File: src/rtl/mem_stage_mc.sv
// Purpose : memory stage of the pipelined core, sequencing each load/store as a
//           request/response transaction to a multi-cycle data memory or cache.
// Latency : 3 stall cycles minimum (detect, REQ, WAIT); Stall drops in the DONE cycle.
// Backpres: Stall holds the pipeline while MReady or MRValid stay low; WAIT is bounded by TIMEOUT.
//
// Ports
//   clk, rst           clock; asynchronous active-low reset
//   InValid, Halt      instruction present in M / it is a halt
//   MemRW              00 none, 10 read, 01 or 11 write
//   ALUOut, Rt         access address / store data (sampled only in IDLE)
//   MemOut             last load result, registered
//   Stall              combinational hold request to the pipeline
//   Err                one-cycle pulse on misaligned access or response timeout
//   CreateDump         one-cycle memory-dump request after a halt
//   StallCnt           saturating count of Stall-high cycles
//   MReq/MWr/MAddr/MWData  request channel, stable while MReq is high
//   MReady             memory accepts the request
//   MRValid/MRData     read data or write acknowledge

module mem_stage_mc #(
    parameter int DATA_W    = 16,
    parameter int ADDR_W    = 16,
    parameter int ALIGN_CHK = 1,
    parameter int TIMEOUT   = 64,
    parameter int CNT_W     = 16
) (
    input  logic              clk,
    input  logic              rst,
    input  logic              InValid,
    input  logic              Halt,
    input  logic [1:0]        MemRW,
    input  logic [ADDR_W-1:0] ALUOut,
    input  logic [DATA_W-1:0] Rt,
    output logic [DATA_W-1:0] MemOut,
    output logic              Stall,
    output logic              Err,
    output logic              CreateDump,
    output logic [CNT_W-1:0]  StallCnt,
    output logic              MReq,
    output logic              MWr,
    output logic [ADDR_W-1:0] MAddr,
    output logic [DATA_W-1:0] MWData,
    input  logic              MReady,
    input  logic              MRValid,
    input  logic [DATA_W-1:0] MRData
);

    typedef enum logic [2:0] {
        S_IDLE,
        S_REQ,
        S_WAIT,
        S_DONE,
        S_DUMP,
        S_HALTED
    } state_t;

    // Byte-odd addresses are only illegal for 16-bit words.
    localparam logic CHK_EN = (ALIGN_CHK != 0) && (DATA_W == 16);
    localparam logic TO_EN  = (TIMEOUT != 0);
    // The counter only has to reach TIMEOUT-1: the TIMEOUT-th WAIT cycle
    // is the one that aborts.
    localparam int   TO_W   = (TIMEOUT > 1) ? $clog2(TIMEOUT) : 1;
    localparam logic [TO_W-1:0] TO_LAST = TO_W'((TIMEOUT > 0) ? TIMEOUT - 1 : 0);

    state_t            state;
    logic [ADDR_W-1:0] req_addr;
    logic [DATA_W-1:0] req_wdata;
    logic              req_wr;
    logic [TO_W-1:0]   to_cnt;

    logic access;
    logic misaligned;
    logic in_idle;
    logic idle_start;
    logic idle_misalign;
    logic timeout_hit;
    logic wait_timeout;

    // ------------------------------------------------------------------
    // Decode of the instruction presented in IDLE
    // ------------------------------------------------------------------
    assign access        = (MemRW != 2'b00);
    assign misaligned    = CHK_EN & ALUOut[0];
    assign in_idle       = (state == S_IDLE);
    // Halt wins over an access presented in the same cycle.
    assign idle_start    = in_idle & InValid & ~Halt & access & ~misaligned;
    assign idle_misalign = in_idle & InValid & ~Halt & access & misaligned;

    assign timeout_hit   = TO_EN & (to_cnt == TO_LAST);
    // A response arriving on the last allowed cycle still counts as success.
    assign wait_timeout  = (state == S_WAIT) & ~MRValid & timeout_hit;

    // ------------------------------------------------------------------
    // Outputs
    // ------------------------------------------------------------------
    // Stall and Err depend on the live inputs in IDLE, so they are gated
    // by rst to read 0 the moment reset is asserted.
    assign Stall      = rst & (idle_start | (state == S_REQ) | (state == S_WAIT));
    assign Err        = rst & (idle_misalign | wait_timeout);
    assign MReq       = (state == S_REQ);
    assign CreateDump = (state == S_DUMP);
    assign MWr        = req_wr;
    assign MAddr      = req_addr;
    assign MWData     = req_wdata;

    // ------------------------------------------------------------------
    // Access sequencer
    // ------------------------------------------------------------------
    always_ff @(posedge clk or negedge rst) begin
        if (!rst) begin
            state     <= S_IDLE;
            req_addr  <= '0;
            req_wdata <= '0;
            req_wr    <= 1'b0;
            to_cnt    <= '0;
            MemOut    <= '0;
        end else begin
            case (state)
                S_IDLE: begin
                    if (InValid && Halt) begin
                        state <= S_DUMP;
                    end else if (idle_start) begin
                        // The pipeline holds its inputs while stalled, but
                        // the request is driven from these copies only.
                        req_addr  <= ALUOut;
                        req_wdata <= Rt;
                        req_wr    <= MemRW[0];
                        state     <= S_REQ;
                    end
                end

                S_REQ: begin
                    if (MReady) begin
                        state <= S_WAIT;
                    end
                end

                S_WAIT: begin
                    if (MRValid) begin
                        if (!req_wr) begin
                            MemOut <= MRData;
                        end
                        state <= S_DONE;
                    end else if (timeout_hit) begin
                        state <= S_DONE;
                    end else if (TO_EN) begin
                        to_cnt <= to_cnt + TO_W'(1);
                    end
                end

                S_DONE: begin
                    to_cnt <= '0;
                    state  <= S_IDLE;
                end

                S_DUMP: begin
                    state <= S_HALTED;
                end

                S_HALTED: begin
                    state <= S_HALTED;
                end

                default: begin
                    state <= S_IDLE;
                end
            endcase
        end
    end

    // ------------------------------------------------------------------
    // Stall-cycle counter, sticks at all-ones
    // ------------------------------------------------------------------
    always_ff @(posedge clk or negedge rst) begin
        if (!rst) begin
            StallCnt <= '0;
        end else if (Stall && (StallCnt != {CNT_W{1'b1}})) begin
            StallCnt <= StallCnt + CNT_W'(1);
        end
    end

endmodule

File: config.mk
export PLATFORM = sky130hd
export DESIGN_NAME = mem_stage_mc
export DESIGN_NICKNAME = d
export VERILOG_FILES = /design/src/rtl/mem_stage_mc.sv
export SDC_FILE = /design/constraint.sdc
export NUM_CORES = 1
export LEC_CHECK = 0
export ABC_AREA = 1
export ABC_CLOCK_PERIOD_IN_PS = 2600
export BUFFER_PORTS_ARGS = -buffer_cell sky130_fd_sc_hd__buf_2
export CAP_MARGIN = 20
export CORE_MARGIN = 2
export CORE_UTILIZATION = 45
export DETAILED_ROUTE_END_ITERATION = 7
export MAX_ROUTING_LAYER = met4
export PLACE_DENSITY_LB_ADDON = 0.12
export SLEW_MARGIN = 0
export SYNTH_ARGS = -nofsm -noshare
export SYNTH_HDL_FRONTEND = slang
export SYNTH_SLANG_ARGS = --single-unit
File: constraint.sdc
create_clock -name clk -period 2.6 [get_ports clk]
set_input_delay 0.13 -clock clk [delete_from_list [all_inputs] [get_ports clk]]
set_output_delay 0.13 -clock clk [all_outputs]
set_load 0.01 [all_outputs]
==> reports/results.tsv, run 1 <==
metric	value	unit
Antenna Cells	0	
GRT overflow	0	
Total GRT Usage	19.1	%
Mapped Area	3440	µm²
initial antenna violation count	0	
clock latency on the worst-skew pair	0.34	ns
CP Class	flop to primary output	
Final Cycle Share	66.6	%
Post-DP Area	4150	µm²
reg-to-reg setup timing slack	1.00	ns
Max Fclk	0.577	GHz
syn nets	443	
H-tree depth	3	
post-DR wirelength/cell	11.8	µm
Internal	2.68	mW
Async S/R FF share, synth	100	%
Sequential Power Share	44.5	%
Slew Limit Fails	0	
run status	complete, no violations	
net switching power	1.55	mW
Critical Path End Type	primary output	
DRT iter0 DRCs	155	
Area growth, synth to finish	25.6	%
relative slew slack	56.4	%
vias in the first global route	2674	
Detailed Routing Iterations Pass 1	4	
Sw Ratio	36.7	%
Root Buffer	clkbuf_8	
WP data arrival	1.60	ns
commonest non-fill, non-tap cells in the layout	buf_2, nand2_1, dfrtp_1	
RSZ-0062 raised after global routing	false	
Buffers on Ports	124	
post-synthesis sequential element count	74	
overall die height	91.5	µm
Top FF cell, synth	dfrtp_1	
critical-path maximum fanout	6	
commonest non-fill, non-tap cell in the layout	buf_2	
Data required, critical path	2.47	ns
Pleak	2.51	nW
post-synth cell types	27	
final hold violations	0	
sequential cell area	1850	µm²
Startpoint Class	flop	
most used cell, CP	inv_2	
FILL cells	694	
# setup viols final	0	
IO Pins	125	
DRC errors left	0	
die width	91.5	µm
PD cells	978	nW/µm²
post-route ant nets	0	
layout cells sized above 1	33.8	%
Gate power share	37.2	%
Final HPWL DP	5380	µm
synthesized area per cell	8.94	µm²
CTS sink count	74	
clock skew	0.00838	ns
Hold/Removal Path Class	input port to flop	
largest net degree at the start of global routing	67	
Clock power frac	18.3	%
number of nets in the layout	571	
Peak VDD IR	0.476	mV
first-pass GRT wire length	12400	µm
Synth warnings	0	
sequential share of the synthesized area	53.8	%
CTS clock-pin slew for the worst setup and hold paths	0.08	ns
CP max-delay cell	dfrtp_1	
final instance area	4320	µm²
vias per cell	4.62	
die area	8360	µm²
core area	7330	µm²
CP Cell Sequence	inv_2 -> nand2_1 -> o21ai_1 -> inv_2 -> a21oi_1 -> buf_2	
GPL Wtd Cong	0.909	
final setup TNS	0	ns
via count	2843	
Routed WL	7250	µm
EDFF count, synth	0	
Worst Max-Slew Pin Slew	0.654	ns
post-layout min period	1.73	ns
Row Count	31	
area of the multi-input gates	1330	µm²
Initial Utilization	47.0	%
CP max stage delay	0.38	ns
CTS buffer count	9	
Synth Instances	385	
Setup Fix Bufs, Post-CTS	0	
max-cap violation count	0	
Max Root-Sink Buffers	2	
CTS resizes	0	
TritonCTS clock tree	yes	
-- per-stage QoR --
| stage | power, mW | worst slack, ns | util [%] | cells | hold WS (ns) |
|---|---|---|---|---|---|
| 3_3_place_gp | 3.45 | 1.05 | 56.5 | 600 | 0.0619 |
| 6_report | 4.23 | 0.868 | 59.0 | 616 | 0.0187 |
| 5_1_grt | 4.56 | 0.693 | 59.0 | 616 | 0.00353 |
| 2_1_floorplan | 2.84 | 1.06 | - | 385 | -0.166 |
| 4_1_cts | 4.29 | 0.806 | 59.0 | 616 | 0.00655 |
| 3_5_place_dp | 3.50 | 1.02 | 56.5 | 600 | 0.0618 |
-- layout make-up --
| class | instances | share of cell area (%) |
|---|---|---|
| Inverter | 55 | 4.77 |
| Clock buffer | 10 | 3.18 |
| Sequential cell | 74 | 42.8 |
| Multi-Input combinational cell | 246 | 30.6 |
| Clock inverter | 5 | 0.723 |
| Tap cell | 99 | 2.86 |
| Timing Repair Buffer | 127 | 15.0 |
-- cells by family after synthesis --
group | after synthesis | share of synthesized area [%]
XOR/XNOR | 13 | 3.31
AND/OR/NAND/NOR | 170 | 21.5
AO/OA/AOI/OAI | 45 | 6.65
buffers and inverters | 65 | 7.71
flip-flops | 74 | 53.8
adder cells (fa/ha/maj) | 2 | 0.727
multiplexers | 16 | 6.32
-- final timing paths --
kind                            start            to  cells after the start
min in group asynchronous         rst  StallCnt[12]                      2
max                          state[2]         Stall                      6
min                        MRData[12]    MemOut[12]                      2
min reg2reg                  MAddr[0]      MAddr[0]                      2
max reg2reg                  state[0]      state[0]                      8
max in group asynchronous         rst     MAddr[13]                      3
-- synthesized netlist by cell type, types with 2 or more instances --
| cell type | count | area (µm²) |
|---|---|---|
| inv_2 | 5 | 18.8 |
| xor2_1 | 5 | 43.8 |
| a21oi_1 | 6 | 30.0 |
| nand2_1 | 112 | 420 |
| nor2_1 | 18 | 67.6 |
| nand4_1 | 6 | 37.5 |
| buf_6 | 2 | 22.5 |
| mux2_2 | 6 | 67.6 |
| dfrtp_1 | 74 | 1850 |
| o21ai_0 | 37 | 185 |
| nand2_2 | 3 | 18.8 |
| nor2_2 | 2 | 12.5 |
| nand3_2 | 4 | 40.0 |
| nand3_1 | 19 | 95.1 |
| nor2_4 | 2 | 22.5 |
| buf_2 | 5 | 25.0 |
| mux2_4 | 10 | 150 |
| clkbuf_1 | 3 | 11.3 |
| xnor2_1 | 8 | 70.1 |
| inv_1 | 50 | 188 |
| ha_1 | 2 | 25.0 |
-- sequential cells by signal (all words and copies together) (netlist names) --
register / cells
StallCnt: 16
to_cnt: 6
MWData: 16
MWr: 1
state: 3
MemOut: 16
MAddr: 16
-- what timing repair did --
action                                  4_1_cts  5_1_grt
endpoints found under the setup margin        0        0
endpoints found under the hold margin        21        0
hold buffers                                  1        0
-- routing by layer --
metal / routed length (µm) / vias up / share of wire [%] / GRT usage, %
li1: - / 1464 / - / -
met2: 3490 / 79 / 48 / 30.0
met5: 0 / - / 0 / -
met1: 3240 / 1290 / 45 / 24.3
met3: 404 / 10 / 5.6 / 5.06
met4: 114 / 0 / 1.6 / 5.81
-- power by group through the flow --
stage / sequential (mW) / clock (mW) / combinational, mW
2_1_floorplan: 2.08 / 0 / 0.758
3_3_place_gp: 1.88 / 0 / 1.57
3_5_place_dp: 1.90 / 0 / 1.60
4_1_cts: 1.89 / 0.797 / 1.60
5_1_grt: 1.94 / 0.860 / 1.75
6_report: 1.88 / 0.774 / 1.57
-- worst max-delay path: cells and delay by family (launching register included) --
family          cells  cell delay (ns)
flops               1             0.38
simple gates        1             0.10
compound gates      2             0.42
buf+inv             3             0.36
No activity file was read; power rests on OpenSTA's default activity.
==> run 2: changes to the inputs <==
--- a/config.mk
+++ b/config.mk
@@ -6,7 +6,7 @@
 export NUM_CORES = 1
 export LEC_CHECK = 0
 export ABC_AREA = 1
-export ABC_CLOCK_PERIOD_IN_PS = 2600
+export ABC_CLOCK_PERIOD_IN_PS = 1650
 export BUFFER_PORTS_ARGS = -buffer_cell sky130_fd_sc_hd__buf_2
 export CAP_MARGIN = 20
 export CORE_MARGIN = 2
==> constraint.sdc (replaced) <==
create_clock -name clk -period 1.65 [get_ports clk]
set_input_delay 0.0825 -clock clk [delete_from_list [all_inputs] [get_ports clk]]
set_output_delay 0.0825 -clock clk [all_outputs]
set_load 0.01 [all_outputs]
==> reports/results.tsv, run 2 (synthesis results as in run 1) <==
metric	value	unit	change
Area growth, synth to finish	45.9	%	
Post-DP Area	4240	µm²	+2.2%
placed cells	607		+1.2%
largest net degree at the start of global routing	66		-1.5%
layout cells sized above 1	34.2	%	+0.36 points
Total GRT Usage	20.7	%	+1.6 points
sequential cell area	1850	µm²	about the same
GRT overflow	0		unchanged
GPL Wtd Cong	0.870		-4.2%
Final Total Pwr	7.56	mW	+79%
TritonCTS clock tree	yes		
Buffers on Ports	124		unchanged
Startpoint Class	flop		
# setup viols final	0		unchanged
Detailed Routing Iterations Pass 1	4		unchanged
run status	complete, no violations		
Critical Path End Type	primary output		
Final HPWL DP	5370	µm	about the same
clock latency on the worst-skew pair	0.34	ns	about the same
core area	7330	µm²	unchanged
CTS buffer count	9		unchanged
Pleak	2.80	nW	+12%
Max Root-Sink Buffers	2		unchanged
relative slew slack	54.1	%	-2.3 points
Worst Max-Slew Pin Slew	0.689	ns	+0.0350 ns
PD cells	1500	nW/µm²	+54%
WP data arrival	1.51	ns	-0.09 ns
Slew Limit Fails	0		unchanged
RSZ-0062 raised after global routing	true		
vias in the first global route	2891		+8.1%
final setup TNS	0	ns	unchanged
CP Class	flop to primary output		
Root Buffer	clkbuf_8		
Final Cycle Share	96.3	%	
Max Fclk	0.629	GHz	
CTS clock-pin slew for the worst setup and hold paths	0.08	ns	about the same
via count	3073		+8.1%
overall die height	91.5	µm	unchanged
number of nets in the layout	626		+9.6%
final instance area	5020	µm²	+16%
first-pass GRT wire length	13500	µm	+8.6%
area of the multi-input gates	1370	µm²	+3.7%
Final Non-Filler Cells	672		+9.1%
commonest non-fill, non-tap cells in the layout	buf_2, nand2_1, dfrtp_1		
Routed WL	8230	µm	+14%
post-layout min period	1.59	ns	
clock skew	0.00900	ns	+0.000619 ns
FILL cells	596		-14%
Row Count	31		unchanged
Antenna Cells	0		unchanged
max-cap violation count	0		unchanged
IO Pins	125		unchanged
die area	8360	µm²	unchanged
Initial Utilization	47.0	%	unchanged
critical-path maximum fanout	3		-3
Hold/Removal Path Class	input port to flop		
vias per cell	4.57		-0.92%
commonest non-fill, non-tap cell in the layout	buf_2		
Peak VDD IR	0.682	mV	+43%
H-tree depth	3		unchanged
post-DR wirelength/cell	12.3	µm	+4.1%
Data required, critical path	1.57	ns	-0.90 ns
die width	91.5	µm	unchanged
post-route ant nets	0		unchanged
CTS sink count	74		unchanged
DRC errors left	0		unchanged
final hold violations	0		unchanged
initial antenna violation count	0		unchanged
DRT iter0 DRCs	106		-32%
run 2: cell count changes in the layout (fill, tap and decap cells not counted), sizes merged:
cell	previous run	this run
buf	126	138
bufinv	0	3
clkbuf	10	12
clkinv	4	0
dlygate4sd3	1	44
run 2: final timing paths:
kind,to,depth (start not counted),startpoint,slack (ns)
min in group asynchronous,to_cnt[4],2,rst,0.19
setup / recovery,Err,6,to_cnt[1],0.06
hold reg to reg,MAddr[0],2,MAddr[0],0.47
max in group asynchronous,state[0],3,rst,0.45
setup reg to reg,StallCnt[15],9,StallCnt[0],0.13
hold / removal,MAddr[4],3,ALUOut[4],0.006
run 2: through the flow:
stage	setup WS (ns)	hold slack, ns	util, %
finish	0.0607	0.00648	68.5
global route	-0.0701	0.00477	68.5
CTS	0.00272	0.000551	67.4
detailed placement	0.0451	-0.00309	57.8
global placement	0.0893	-0.00194	57.8
floorplan	0.107	-0.213	-
run 2: layout make-up:
cell class / count / share of cell area, %
Clock buffer: 12 / 3.09
Tap cell: 99 / 2.47
Sequential cell: 74 / 36.9
Inverter: 55 / 4.11
Clock inverter: 4 / 1.94
Timing Repair Buffer: 182 / 24.1
Multi-Input combinational cell: 246 / 27.4
run 2: routing by layer:
metal / global-route usage [%] / vias to the layer above / routed length [µm]
met4: 6.44 / 0 / 123
met1: 26.6 / 1414 / 3680
met2: 33.7 / 74 / 4150
met5: - / - / 0
li1: - / 1572 / -
met3: 3.40 / 13 / 280
run 2: timing repair:
action / 4_1_cts / 5_1_grt
endpoints found under the hold margin: 61 / 0
endpoints found under the setup margin: 2 / 19
pin swaps: 0 / 1
gates resized for setup: 1 / 12
buffers inserted: 1 / 4
hold buffers: 44 / 0
run 2: power by group:
| group | switching (mW) | internal [mW] |
|---|---|---|
| Clock | 0.640 | 1.09 |
| Sequential | 0.417 | 2.53 |
| Combinational | 1.51 | 1.37 |
run 2: critical path: stages (launching register included):
cell     delay, ns
dfrtp_1       0.37
ha_1          0.17
nand2_1       0.10
nor2_2        0.11
nand4_1       0.13
a21oi_2       0.16
buf_2         0.15
